==> config.mk <==
export PLATFORM = sky130hd
export DESIGN_NAME = and_nbm_persist_flat
export DESIGN_NICKNAME = d
export VERILOG_FILES = /design/src/rtl/and_nbm_persist_if.sv /design/src/rtl/and_nbm_persist.sv /design/src/flat_wrapper.sv
export SDC_FILE = /design/constraint.sdc
export NUM_CORES = 1
export LEC_CHECK = 0
export CORE_AREA = 2 2 39 41
export CTS_CLUSTER_SIZE = 40
export DETAILED_ROUTE_END_ITERATION = 6
export DIE_AREA = 0 0 41 43
export PLACE_DENSITY = 0.31
export SETUP_SLACK_MARGIN = 0.1
export SLEW_MARGIN = 25
export SYNTH_ARGS = -nofsm -noshare
export SYNTH_HDL_FRONTEND = slang
export SYNTH_SLANG_ARGS = --single-unit
export TNS_END_PERCENT = 5
==> constraint.sdc <==
create_clock -name C -period 1.7 [get_ports C]
set_input_delay 0.17 -clock C [delete_from_list [all_inputs] [get_ports C]]
set_output_delay 0.17 -clock C [all_outputs]
set_load 0.005 [all_outputs]
==> src/rtl/and_nbm_persist_if.sv <==
// Signal bundle for and_nbm_persist.
//   CE    sample enable (qualifies I)
//   I     WIDTH data inputs
//   ACK   synchronous clear of O and CNT
//   O     filtered / latched match (registered)
//   MATCH raw match of the last qualified sample (registered)
//   CNT   run length of consecutive qualified matches, CW bits
// master: the side that drives CE/I/ACK. slave: the detector itself.
// CW must equal $clog2(HOLD+1) of the attached detector.
interface and_nbm_persist_if #(
  parameter int WIDTH = 4,
  parameter int CW    = 1
);
  logic             CE;
  logic [WIDTH-1:0] I;
  logic             ACK;
  logic             O;
  logic             MATCH;
  logic [CW-1:0]    CNT;

  modport master (output CE, output I, output ACK,
                  input  O, input MATCH, input CNT);
  modport slave  (input  CE, input I, input ACK,
                  output O, output MATCH, output CNT);
endinterface

==> src/rtl/and_nbm_persist.sv <==
// Registered WIDTH-input AND with per-input inversion mask and a persistence
// filter. O asserts once HOLD consecutive qualified (CE=1) samples have
// matched; with STICKY=1 it then stays set until ACK or reset.
// Ports:
//   C     clock, rising edge
//   CLRN  asynchronous active-low reset of O, MATCH and CNT
//   bus   and_nbm_persist_if slave modport (CE, I, ACK in; O, MATCH, CNT out)
module and_nbm_persist #(
  parameter int          WIDTH    = 4,
  parameter logic [63:0] INV_MASK = 64'h1,
  parameter int          HOLD     = 1,
  parameter bit          STICKY   = 1'b0
) (
  input  logic                  C,
  input  logic                  CLRN,
  and_nbm_persist_if.slave      bus
);
  localparam int CW = $clog2(HOLD + 1);
  // One extra bit so CNT+1 never overflows before comparison with HOLD.
  localparam logic [CW:0] HOLD_X = (CW + 1)'(HOLD);

  generate
    if (WIDTH < 1 || WIDTH > 64) begin : g_bad_width
      $error("and_nbm_persist: WIDTH must be 1..64");
    end
    if (HOLD < 1 || HOLD > 65535) begin : g_bad_hold
      $error("and_nbm_persist: HOLD must be 1..65535");
    end
  endgenerate

  logic          o_reg, o_next;
  logic          match_reg, match_next;
  logic [CW-1:0] cnt_reg, cnt_next;

  logic          m;
  logic [CW:0]   cnt_inc;
  logic          complete;

  assign m        = &(bus.I ^ INV_MASK[WIDTH-1:0]);
  assign cnt_inc  = {1'b0, cnt_reg} + 1'b1;
  // This sample finishes (or extends) a run of at least HOLD matches.
  assign complete = m && (cnt_inc >= HOLD_X);

  always_comb begin
    o_next     = o_reg;
    match_next = match_reg;
    cnt_next   = cnt_reg;
    if (bus.CE) begin
      match_next = m;
      if (!m)
        cnt_next = '0;
      else if (complete)
        cnt_next = HOLD_X[CW-1:0];  // saturate, never wrap
      else
        cnt_next = cnt_inc[CW-1:0];
      o_next = STICKY ? (o_reg | complete) : complete;
    end
    // ACK overrides the run state but leaves MATCH tracking the sample.
    if (bus.ACK) begin
      cnt_next = '0;
      o_next   = 1'b0;
    end
  end

  always_ff @(posedge C or negedge CLRN) begin
    if (!CLRN) begin
      o_reg     <= 1'b0;
      match_reg <= 1'b0;
      cnt_reg   <= '0;
    end else begin
      o_reg     <= o_next;
      match_reg <= match_next;
      cnt_reg   <= cnt_next;
    end
  end

  assign bus.O     = o_reg;
  assign bus.MATCH = match_reg;
  assign bus.CNT   = cnt_reg;
endmodule

==> src/flat_wrapper.sv <==
// flat-port wrapper written by rule: the top's interface ports become plain ports
module and_nbm_persist_flat 
#(
  parameter int          WIDTH    = 4,
  parameter logic [63:0] INV_MASK = 64'h1,
  parameter int          HOLD     = 1,
  parameter bit          STICKY   = 1'b0
)
  (C, CLRN, bus_CE, bus_I, bus_ACK, bus_O, bus_MATCH, bus_CNT);
  and_nbm_persist_if #(.WIDTH(WIDTH), .CW(($clog2(1 + 1)))) bus_i ();
  input  logic C;
  input  logic CLRN;
  input wire logic [$bits(bus_i.CE)-1:0] bus_CE;
  input wire logic [$bits(bus_i.I)-1:0] bus_I;
  input wire logic [$bits(bus_i.ACK)-1:0] bus_ACK;
  output wire logic [$bits(bus_i.O)-1:0] bus_O;
  output wire logic [$bits(bus_i.MATCH)-1:0] bus_MATCH;
  output wire logic [$bits(bus_i.CNT)-1:0] bus_CNT;
  assign bus_i.CE = bus_CE;
  assign bus_i.I = bus_I;
  assign bus_i.ACK = bus_ACK;
  assign bus_O = bus_i.O;
  assign bus_MATCH = bus_i.MATCH;
  assign bus_CNT = bus_i.CNT;
  and_nbm_persist #(.WIDTH(WIDTH), .INV_MASK(INV_MASK), .HOLD(HOLD), .STICKY(STICKY)) u_core (.C(C), .CLRN(CLRN), .bus(bus_i));
endmodule
## Word level (Yosys, flattened, before mapping)

Cells that the tools add are included.

| word-level totals | value |
|---|---|
| flip-flop bits (word level) | 3 |
| input bits | 8 |

| operators by class | value |
|---|---|
| $add $sub $neg | 1 |
| order comparisons | 1 |
| mux-type cells | 6 |
| bitwise operators | 1 |
| reduce and logical (&&, ||, !) cells | 3 |

Operators with widths:

| cell | count |
|---|---|
| 1-bit 2-to-1 mux | 6 |
| 4-bit AND reduction | 1 |
| 1-bit by 1-bit adder with 2-bit output, second input constant | 1 |
| 2-bit by 1-bit >= comparator with 1-bit output, second input constant | 1 |
| 2-bit nonzero test | 1 |
| 1-bit logical AND | 1 |
| 1-bit NOT | 1 |

## Depth between registers and ports, before layout

| depth | value |
|---|---|
| depth after elaboration | 7 |
| mapped depth | 2 |
| gate-level depth less buffers | 2 |

## Least setup slack after synthesis

OpenSTA, ideal clock, no wires.

| timing path | value |
|---|---|
| path kind | flip-flop to flip-flop |
| from | register u_core.cnt_reg (netlist: u_core.bus.CNT) |
| to | register u_core.cnt_reg (netlist: u_core.bus.CNT) |
| library setup time | 0.101 ns |
| data arrival time | 0.597 ns |
| data required time | 1.599 ns |
| path slack | 1.003 ns |
| stages on the path, launching flop included | 3 |
| cells stage by stage | dfrtp_1 inv_1 o32ai_1 |

| between the ends | value |
|---|---|
| cells in the longest elaborated chain, start to end | 7 |

Ends and longest elaborated chain:

| what | line | source |
|---|---|---|
| start, declared | and_nbm_persist.sv:33 | `logic [CW-1:0] cnt_reg, cnt_next;` |
| start signal, assigned | and_nbm_persist.sv:73 | `cnt_reg <= cnt_next;` |
| 1-bit by 1-bit adder with 2-bit output (*) | and_nbm_persist.sv:40 | `assign cnt_inc = {1'b0, cnt_reg} + 1'b1;` |
| 2-bit by 1-bit >= comparator with 1-bit output | and_nbm_persist.sv:42 | `assign complete = m && (cnt_inc >= HOLD_X);` |
| 1-bit logical AND | and_nbm_persist.sv:42 |  |
| 1-bit 2-to-1 mux (*) | and_nbm_persist.sv:52 | `else if (complete)` |
| 1-bit 2-to-1 mux (*) | and_nbm_persist.sv:50 | `if (!m)` |
| 1-bit 2-to-1 mux (*) | and_nbm_persist.sv:48 | `if (bus.CE) begin` |
| 1-bit 2-to-1 mux (*) | and_nbm_persist.sv:59 | `if (bus.ACK) begin` |

Every way passes the cells marked *; elsewhere a longest branch is shown, timed or not. The select of a mux whose other input is x is not followed.
A chain may end at the register's enable or synchronous reset.

## Worst setup path in the final report

| timing path | value |
|---|---|
| from | register u_core.o_reg (netlist: u_core.bus.O) |
| to | output port bus_O |

RTL lines:

| what | line | source |
|---|---|---|
| start, declared | and_nbm_persist.sv:31 | `logic o_reg, o_next;` |
| start signal, assigned | and_nbm_persist.sv:71 | `o_reg <= o_next;` |
| end, declared | flat_wrapper.sv:16 | `output wire logic [$bits(bus_i.O)-1:0] bus_O;` |

No word-level cell between the ends.

==> results.json <==
{
  "cts_tree": "yes",
  "cts_root_buf": "clkbuf_4",
  "crit_buf_inv": 1,
  "crit_chain": "clkdlybuf4s50_1",
  "crit_fanout": 2,
  "drv_slew": 0,
  "path_class": "flip-flop to primary output",
  "min-delay-path-class": "input port to async pin",
  "grt_max_degree": 6,
  "n_antenna_cell": 0,
  "cts_buffers": 3,
  "first_global_vias": 149,
  "syn_inst": 12,
  "drive_above_1_share_pct": 11.5,
  "postCtsHoldBufs": 0,
  "syn_area_um2": 131,
  "setup_ws_ns": 0.452,
  "ys_types": 5,
  "worst_path_largest_cell_delay_ns": 0.50,
  "die_height_um": 43,
  "slew_headroom_pct": 84.1,
  "cts_resized": 0,
  "via_count": 152,
  "drt_iter0_drc": 1,
  "gp_congestion": 0.676,
  "setup_viol": 0,
  "antenna_found_initial": 0,
  "die-width_um": 41,
  "status": "finished, final reports clean",
  "final_antenna_net_count": 0,
  "setup-tns-final_ns": 0,
  "synth_edf_count": 0,
  "yosys.area.top_type_share_pct": 57.1,
  "post_drt_wl_per_cell_um": 9.26,
  "start_util_pct": 9.49,
  "synth_warnings": 0,
  "period_needed_ns": 1.25,
  "instances_no_fill": 42,
  "n_fill_cell": 158,
  "clk_latency_ns": 0.24,
  "port_buffers": 10,
  "wl_um": 389,
  "p_leak_nw": 0.104,
  "rows": 14,
  "start_kind": "flip-flop",
  "max_freq_ghz": 0.801,
  "ys_seq_elements": 3,
  "dp.cells": 38,
  "grt_first_pass_wirelength_um": 586,
  "synth_nets": 20,
  "synth_top_area_cell": "dfrtp_1",
  "critPathArrivalTime_ns": 1.08,
  "io_pins": 11,
  "h-tree-depth": 1,
  "track_usage_pct": 6.23,
  "crit_required_ns": 1.53,
  "seq_area_frac_synth_pct": 57.1,
  "area_growth_syn_to_layout_pct": 111,
  "final_util_pct": 20.1,
  "avgSynthCellArea_um2": 10.9,
  "netlist_top_cells_area": "dfrtp_1 (57%), o32ai_1 (20%), inv_1 (8.6%)",
  "crit_family": "buffers and inverters",
  "synth_ff_type": "dfrtp_1",
  "core-area_um2": 1380,
  "clock_skew_ns": 0,
  "post-cts-setup-buffer-count": 0,
  "cts_buffer_depth": 2,
  "finalNetCount": 35,
  "route.detailed.drc": 0,
  "clk_pin_slew_ns": 0.04,
  "die_area_um2": 1760,
  "cp_slowest_cell": "clkdlybuf4s50_1",
  "grt-ovfl-total": 0,
  "cts.sinks": 3,
  "vdd_drop_max_uv": 170,
  "endpoint_kind": "primary output",
  "drt_first_pass_iters": 4,
  "synth_common_cells": "dfrtp_1 (3), inv_1 (3), o32ai_1 (3)",
  "hold_viol": 0,
  "period_share_pct": 73.4,
  "post-place-ws_ns": 0.596,
  "cap_violations": 0,
  "viasPerCell": 3.62,
  "async_reset_ff_share_pct": 100,
  "rsz0062_at_grt": "no",
  "p_per_area_nw_per_um2": 831,
  "tightest_slew_ns": 0.238
}
==> logic make-up (layout without fill, tap and decap cells) <==
kind of cell           count (synthesis)  after routing  synth area share [%]
buffers and inverters                  3             17                  8.57
flip-flops                             3              3                  57.1
AO/OA/AOI/OAI                          3              3                  20.0
AND/OR/NAND/NOR                        3              3                  14.3
==> path summary, 6_finish.rpt <==
path,from,endpoint,slack (ns),depth (start not counted)
setup / recovery,u_core.bus.O,bus_O,0.45,1
hold / removal,CLRN,u_core.bus.CNT,0.11,1
setup reg to reg,u_core.bus.O,u_core.bus.O,0.99,2
hold reg to reg,u_core.bus.O,u_core.bus.O,0.54,2
max in group asynchronous,CLRN,u_core.bus.O,1.44,1
min in group C,u_core.bus.O,u_core.bus.O,0.54,2
==> area by class of cell <==
| cell class | instances | area (µm²) | share of cell area (%) |
|---|---|---|---|
| repair buffers | 10 | 100 | 36.0 |
| well taps | 16 | 20.0 | 7.21 |
| clock buffers | 4 | 26.3 | 9.46 |
| multi-input cells | 6 | 45.0 | 16.2 |
| inverters | 3 | 11.3 | 4.05 |
| flip-flops and latches | 3 | 75.1 | 27.0 |
==> stage by stage <==
stage	hold WS [ns]	total power, mW	area [µm²]
after floorplan	-0.126	0.0797	131
after global placement	0.363	0.103	251
after detailed placement	0.366	0.103	251
after CTS	0.117	0.233	278
after global routing	0.127	0.239	278
final	0.113	0.231	278
==> placed cells by master, fill, tap and decap left out <==
cell	netlist	routed
nand2_1	2	2
clkbuf_4	0	3
clkdlybuf4s50_1	0	10
clkbuf_1	0	1
o32ai_1	3	3
dfrtp_1	3	3
nand4bb_1	1	1
inv_1	3	3
==> report_power, final <==
group          switching [mW]  total [mW]  internal, mW
Sequential           0.000726      0.0741        0.0734
Clock                  0.0404       0.129        0.0882
Combinational         0.00879      0.0281        0.0193
Total                  0.0499       0.231         0.181
==> routing by layer <==
metal	track usage, %	wire, µm
met1	4.19	134
met2	7.50	203
met3	3.66	33
met4	12.0	17
met5	0	0
==> flip-flops by register name (all words and copies together) (netlist names) <==
name and flops:
u_core.bus.CNT 1, u_core.bus.O 1, u_core.bus.MATCH 1
Note: power is estimated with default switching activity, not from simulation.
